[src/rtl/regfile_dump_pkg.sv]
// Shared types and sizes for the register-file dump engine.
package regfile_dump_pkg;

  localparam int unsigned REG_ADDR_W = 5;
  localparam int unsigned REG_DATA_W = 32;
  localparam int unsigned NUM_REGS   = 32;

  typedef enum logic [1:0] {
    IDLE = 2'd0,
    READ = 2'd1,
    SEND = 2'd2,
    DONE = 2'd3
  } state_e;

endpackage : regfile_dump_pkg

[src/rtl/regfile_dump.sv]
// Walks register indices FIRST_REG..LAST_REG, reading each through a combinational
// register-file port and presenting it on a valid/ready stream, then pulses done.
module regfile_dump
  import regfile_dump_pkg::*;
#(
  parameter int unsigned FIRST_REG = 0,
  parameter int unsigned LAST_REG  = 31
) (
  input  logic                  clk,
  input  logic                  rst,
  input  logic                  start,
  input  logic                  abort,
  output logic [REG_ADDR_W-1:0] rf_addr,
  input  logic [REG_DATA_W-1:0] rf_data,
  output logic [REG_DATA_W-1:0] dump_data,
  output logic [REG_ADDR_W-1:0] dump_addr,
  output logic                  dump_valid,
  input  logic                  dump_ready,
  output logic                  busy,
  output logic                  done
);

  localparam logic [REG_ADDR_W-1:0] FIRST_A = REG_ADDR_W'(FIRST_REG);
  localparam logic [REG_ADDR_W-1:0] LAST_A  = REG_ADDR_W'(LAST_REG);

  state_e                  state_q, state_d;
  logic [REG_ADDR_W-1:0]   cnt_q, cnt_d;
  logic [REG_DATA_W-1:0]   data_q, data_d;
  logic [REG_ADDR_W-1:0]   daddr_q, daddr_d;
  logic                    valid_q, valid_d;
  logic                    busy_q, busy_d;
  logic                    done_q, done_d;

  // Next-state and datapath; status flags are derived from the next state so they
  // come straight out of flops aligned with the state they describe.
  always_comb begin
    state_d = state_q;
    cnt_d   = cnt_q;
    data_d  = data_q;
    daddr_d = daddr_q;

    unique case (state_q)
      IDLE: begin
        if (start) begin
          state_d = READ;
          cnt_d   = FIRST_A;
        end
      end
      READ: begin
        if (abort) begin
          state_d = IDLE;
        end else begin
          state_d = SEND;
          data_d  = rf_data;
          daddr_d = cnt_q;
        end
      end
      SEND: begin
        // abort wins over a simultaneous handshake
        if (abort) begin
          state_d = IDLE;
        end else if (dump_ready) begin
          if (cnt_q == LAST_A) begin
            state_d = DONE;
          end else begin
            state_d = READ;
            cnt_d   = cnt_q + REG_ADDR_W'(1);
          end
        end
      end
      DONE: begin
        state_d = IDLE;
      end
      default: begin
        state_d = IDLE;
      end
    endcase

    valid_d = (state_d == SEND);
    busy_d  = (state_d == READ) || (state_d == SEND);
    done_d  = (state_d == DONE);
  end

  always_ff @(posedge clk or negedge rst) begin
    if (!rst) begin
      state_q <= IDLE;
      cnt_q   <= '0;
      data_q  <= '0;
      daddr_q <= '0;
      valid_q <= 1'b0;
      busy_q  <= 1'b0;
      done_q  <= 1'b0;
    end else begin
      state_q <= state_d;
      cnt_q   <= cnt_d;
      data_q  <= data_d;
      daddr_q <= daddr_d;
      valid_q <= valid_d;
      busy_q  <= busy_d;
      done_q  <= done_d;
    end
  end

  assign rf_addr    = cnt_q;
  assign dump_data  = data_q;
  assign dump_addr  = daddr_q;
  assign dump_valid = valid_q;
  assign busy       = busy_q;
  assign done       = done_q;

endmodule : regfile_dump

[config.mk]
export PLATFORM = sky130hd
export DESIGN_NAME = regfile_dump
export DESIGN_NICKNAME = d
export VERILOG_FILES = /design/src/rtl/regfile_dump_pkg.sv /design/src/rtl/regfile_dump.sv
export SDC_FILE = /design/constraint.sdc
export NUM_CORES = 1
export LEC_CHECK = 0
export BUFFER_PORTS_ARGS = -buffer_cell sky130_fd_sc_hd__buf_4
export CORE_ASPECT_RATIO = 0.8
export CORE_MARGIN = 10
export CORE_UTILIZATION = 42
export DETAILED_ROUTE_END_ITERATION = 10
export GPL_TIMING_DRIVEN = 1
export PLACE_DENSITY = 0.76
export SYNTH_ARGS = -nofsm -noshare
export SYNTH_HDL_FRONTEND = slang
export SYNTH_SLANG_ARGS = --single-unit
export TNS_END_PERCENT = 10
[constraint.sdc]
create_clock -name clk -period 2 [get_ports clk]
set_clock_uncertainty 0.05 [all_clocks]
set_input_delay 0.1 -clock clk [delete_from_list [all_inputs] [get_ports clk]]
set_output_delay 0.1 -clock clk [all_outputs]
set_load 0.03 [all_outputs]
# ---- Yosys cells after proc, flatten, opt, wreduce, memory -nomap -nowiden
# Cells that the tools add are included.
dict set report totals {
  input_bits 37
  register_bits 47
}
dict set report classes {
  add_sub_neg 1
  reduce_logical 5
  mux 11
  n_bitwise 1
  n_eq_ne 11
}
# cell n
set ops {}
lappend ops {{$mux W5} 4}
lappend ops {{$mux W2} 5}
lappend ops {{$pmux W5 S2} 1}
lappend ops {{$eq A2 B2 Y1 const B} 4}
lappend ops {{$ne A2 B2 Y1 const B} 4}
lappend ops {{$pmux W2 S4} 1}
lappend ops {{$add A5 B1 Y5 const B} 1}
lappend ops {{$eq A5 B5 Y1 const B} 1}
lappend ops {{$reduce_and A5 Y1} 1}
lappend ops {{$eq A2 B1 Y1 const B} 2}
lappend ops {{$logic_not A2 Y1} 1}
lappend ops {{$reduce_and A2 Y1} 1}
lappend ops {{$reduce_bool A2 Y1} 1}
lappend ops {{$logic_or A1 B1 Y1} 1}
lappend ops {{$not A1 Y1} 1}

# ---- Depth between registers and ports, before layout
dict set report depth {
  word_depth 7
  ltp_mapped 7
  depth_no_buf 7
}

# ---- Worst setup path after synthesis
# No wires, ideal clock.
dict set report synth_path {
  kind {flip-flop to flip-flop}
  start {register cnt_q[0], in the netlist rf_addr[0]}
  end {register cnt_q[2], in the netlist rf_addr[2]}
  arrival_ns 1.907
  path_stages_with_launch 7
  required_time_ns 1.885
  path_slack_ns -0.022
  synth_period_minus_slack_ns 2.022
  path_cell_list {dfrtp_1 > ha_1 > and3_1 > ha_1 > or4b_4 > nor3_1 > a211o_1}
}
dict set report synth_via {
  elab_chain_cells 5
  word_cells_on_any_way 8
  cone_classes {1 x add/sub; 2 x eq/ne; 4 x mux; 1 x reduce/logical}
}
# element line
set synth_rtl {}
lappend synth_rtl {{from (decl)} regfile_dump.sv:27} ;# logic [REG_ADDR_W-1:0] cnt_q, cnt_d;
lappend synth_rtl {{from (signal assigned)} regfile_dump.sv:95} ;# cnt_q <= cnt_d;
lappend synth_rtl {{$add A5 B1 Y5} regfile_dump.sv:67} ;# cnt_d = cnt_q + REG_ADDR_W'(1);
lappend synth_rtl {{$mux W5} regfile_dump.sv:63} ;# if (cnt_q == LAST_A) begin
lappend synth_rtl {{$mux W5} regfile_dump.sv:62} ;# end else if (dump_ready) begin
lappend synth_rtl {{$mux W5} regfile_dump.sv:60} ;# if (abort) begin
lappend synth_rtl {{$pmux W5 S2} regfile_dump.sv:42} ;# unique case (state_q)
# Parallel ways exist; a longest one is shown, timed or not. The select of a mux whose other input is x is not followed.
# A chain may end at the register's enable or synchronous reset.

# ---- Final worst setup path
dict set report layout_path {
  start {register cnt_q[0], in the netlist rf_addr[0]}
  end {register cnt_q[0], in the netlist rf_addr[0]}
}
# Same word-level chain as after synthesis.

==> run summary <==
The sequential element share of the synthesized area came out at about 62%. The clock tree from TritonCTS is done. The H-tree was split into 2 levels. The starting density of the core is between 40% and 50%. The tool flagged a number of max-cap violations equal to 0. For this run, design rule violations remaining after detail routing come to 0. The number of standard cells after synthesis came out at between 100 and 150.

Setup violations remaining at the end of the flow were counted as 0. Internal power comes to 2.13 mW. The instance area after placement came out at approximately 0.0026 mm^2.

The synthesis-to-layout area growth is 60.3%. The total routing usage reported by global routing is about 14%. The highest fanout seen on the critical path is 4.

The final weighted congestion in routability-driven placement is about 0.76. The combinational group share of total power came out at 42.0%. The residual overflow from global routing came out at 0. The total power density per cell area is between 1000 and 1500 mW/mm^2. In this run, the number of DRC markers left after iteration 0 of detailed routing was between 40 and 50.

The synthesized netlist net count is 168. Walking the worst path, the cells encountered are ha_2 -> and3_1 -> ha_1 -> or4b_4 -> mux2i_1 -> a22o_1. Synthesis instantiated 24 different standard cells from the library. The per-cell via count in the routed design is approximately 4.8.

The number of nets in the layout is 290. The largest individual stage delay along the critical path comes from the cell sky130_fd_sc_hd__or4b_4. The share of the clock period used by the worst path after layout came out at between 90% and 100%. The part of the power in registers came out at about 40%.

The global-route wire length before repair is roughly 8000 um. The min-delay analysis places its worst path in the category input pin to flip-flop. The die covers about 0.0076 mm^2. Once layout is done, the placed cells without fillers occupy a little over 0.003 mm^2. For the pin with the worst max-slew slack, the measured transition is approximately 0.58 ns. The run finished with clean final reports. The mean cell area of the mapped netlist came out at ~15 um^2. The worst stage delay on the critical path came out at 0.52 ns. The tree is rooted in a sky130_fd_sc_hd__clkbuf_8. Wires add up to between 5000 and 6000 um.

Headroom to the max-slew limit came out at between 60% and 70%. The post-synthesis instance area is between 0.0015 and 0.002 mm^2. The post-route setup TNS is 0 ns.

Across the VDD grid, the largest voltage drop is 0.582 mV. The Yosys step of the flow raised 0 warnings. The number of sinks on the clock net is 47. In this run the static leakage power is between 1 and 1.5 nW.

The number of rows created at floorplan came out at 21. The number of buffers inserted by post-CTS setup repair came out at 0. During placement, the flow inserted port buffers numbering 81. The power spent charging and discharging nets is approximately 1.2 mW. The critical path arrival came out at 2.10 ns. For this run, the top clock speed supported by timing is just over 0.5 GHz. The number of global-route vias before repair was 1553.

The type of the worst setup path is flip-flop to flip-flop. Setup repair after global routing left no endpoint under its margin. Data on the critical path is required at its endpoint by between 2 and 2.5 ns. Synthesis inferred 47 register bits.

STA classifies the critical path startpoint as a flip-flop. The count of boundary I/O pins is 82. The shortest period the worst path allows is slightly below 2 ns. The post-detailed-route wirelength per cell is about 17 um. The iteration count of the initial detailed-routing pass came out at 4.

The worst setup path is captured at a flip-flop. The core region is ~0.0043 mm^2. The clock share of power came out at around 18%. The final count of pins violating max slew came out at 0.

The maximum buffer depth of the clock tree is 2. The half-perimeter wire length of the detailed placement result came out at 3690 um. The initial antenna violation count came to 1. After clock tree synthesis, the clock-pin slew on the worst setup and hold paths is roughly 0.080 ns. The share of post-route cells with drive strength above 1 is a little over half. The maximum number of pins on one net before global-route repair is 48. Clock latency on the worst-skew pair, taken at its later pin, is around 0.28 ns. The switching share of power is a little over a third.

In this run the remaining antenna-violating nets after routing total 0. The width of the chip came out at ~95 um. The final count of hold timing violations is 0. The clock buffer count from CTS came out at 5. The vertical extent of the die is approximately 80 um. The routed layout has 1480 vias.
## critical path: cells and delay by family (launching register included)
family | cells | cell delay [ns]
AO/OA/AOI/OAI | 1 | 0.15
adder cells (fa/ha/maj) | 2 | 0.41
flip-flops | 1 | 0.41
multiplexers | 1 | 0.18
AND/OR/NAND/NOR | 2 | 0.66
## worst paths after layout
| kind | startpoint | to | slack, ns | depth (start not counted) |
|---|---|---|---|---|
| min | start | state_q[0] | 0.08 | 3 |
| max in group asynchronous | rst | rf_addr[0] | 1.18 | 2 |
| min in group asynchronous | rst | rf_addr[3] | 0.31 | 2 |
| max reg2reg | rf_addr[0] | rf_addr[0] | 0.07 | 6 |
| min reg2reg | dump_data[29] | dump_data[29] | 0.46 | 1 |
| max | rf_addr[0] | rf_addr[0] | 0.07 | 6 |
## cells in the mapped netlist
master | count | area share [%]
sky130_fd_sc_hd__a211o_1 | 1 | 0.46
sky130_fd_sc_hd__a21oi_1 | 4 | 1.1
sky130_fd_sc_hd__a22o_1 | 1 | 0.46
sky130_fd_sc_hd__and3_1 | 1 | 0.33
sky130_fd_sc_hd__buf_4 | 3 | 1.2
sky130_fd_sc_hd__clkbuf_1 | 1 | 0.20
sky130_fd_sc_hd__dfrtp_1 | 47 | 62
sky130_fd_sc_hd__ha_1 | 4 | 2.6
sky130_fd_sc_hd__inv_1 | 1 | 0.20
sky130_fd_sc_hd__mux2_2 | 37 | 22
sky130_fd_sc_hd__mux2i_1 | 1 | 0.53
sky130_fd_sc_hd__nand2_1 | 7 | 1.4
sky130_fd_sc_hd__nand2b_1 | 3 | 0.99
sky130_fd_sc_hd__nand3_1 | 3 | 0.79
sky130_fd_sc_hd__nand3b_1 | 2 | 0.79
sky130_fd_sc_hd__nor2_4 | 1 | 0.59
sky130_fd_sc_hd__nor3_1 | 1 | 0.26
sky130_fd_sc_hd__nor3b_1 | 1 | 0.40
sky130_fd_sc_hd__o211ai_1 | 3 | 1.2
sky130_fd_sc_hd__o21bai_1 | 1 | 0.40
sky130_fd_sc_hd__o311ai_1 | 1 | 0.46
sky130_fd_sc_hd__or3b_1 | 1 | 0.46
sky130_fd_sc_hd__or3b_2 | 1 | 0.46
sky130_fd_sc_hd__or4b_4 | 1 | 0.73
## layout make-up
type                    count  area [um^2]
fillers                   306         1240
multi-input cells          75          692
flip-flops and latches     47         1180
clock buffers               8          100
diodes                      1         2.50
inverters                   1         3.75
repair buffers            119          991
well taps                  57         71.3
## per-stage QoR
step / setup slack, ns / cells / utilization (%) / total power [mW] / hold slack [ns]
floorplan: 0.00720 / 127 / - / 2.12 / -0.246
global placement: 0.143 / 265 / 60.5 / 2.67 / 0.0749
CTS: 0.0380 / 304 / 70.1 / 3.37 / 0.00205
global route: 0.0249 / 308 / 70.9 / 3.51 / 0.0970
detailed placement: 0.0709 / 265 / 60.5 / 2.72 / 0.0959
finish: 0.0724 / 308 / 70.9 / 3.34 / 0.0830
## layout by cell type (no fill, tap or decap), types with 2 or more instances in the layout
cell	instances
sky130_fd_sc_hd__nand3_1	3
sky130_fd_sc_hd__clkbuf_8	7
sky130_fd_sc_hd__nand2_1	7
sky130_fd_sc_hd__a21oi_1	4
sky130_fd_sc_hd__buf_4	84
sky130_fd_sc_hd__dlygate4sd3_1	34
sky130_fd_sc_hd__o211ai_1	3
sky130_fd_sc_hd__dfrtp_1	46
sky130_fd_sc_hd__ha_1	3
sky130_fd_sc_hd__nand2b_1	3
sky130_fd_sc_hd__nand3b_1	2
sky130_fd_sc_hd__mux2_2	37
## metal layers
metal	part of all wire (%)	GRT usage [%]	wire length (um)	up-vias
li1	-	-	-	707
met1	38	14.1	1990	716
met2	54	24.2	2860	50
met3	6.9	4.93	363	7
met4	1.3	5.97	70	0
met5	0	0	0	-
## power by group through the flow
| stage | Combinational [mW] | Clock [mW] | Sequential, mW |
|---|---|---|---|
| floorplan | 0.285 | 0 | 1.84 |
| global placement | 1.34 | 0 | 1.33 |
| detailed placement | 1.36 | 0 | 1.36 |
| CTS | 1.41 | 0.621 | 1.34 |
| global route | 1.47 | 0.665 | 1.37 |
| finish | 1.40 | 0.595 | 1.34 |
## cell families after synthesis
logic type	Yosys count	synth area share, %
AO/OA/AOI/OAI	11	4.03
adder cells (fa/ha/maj)	4	2.64
buffers and inverters	5	1.58
flip-flops	47	62.0
multiplexers	38	22.5
AND/OR/NAND/NOR	22	7.19
## sequential cells by signal, indices dropped and copies added (netlist names)
signal and flops:
dump_valid 1, done 1, dump_data 32, busy 1, state_q 2, dump_addr 5, rf_addr 5
## repair_timing
item	in CTS	in global routing
hold endpoints to repair	77	3
endpoints found under the setup margin	0	2
hold buffers	31	3
gates resized for setup	0	1
(Power assumes the default switching activity.)
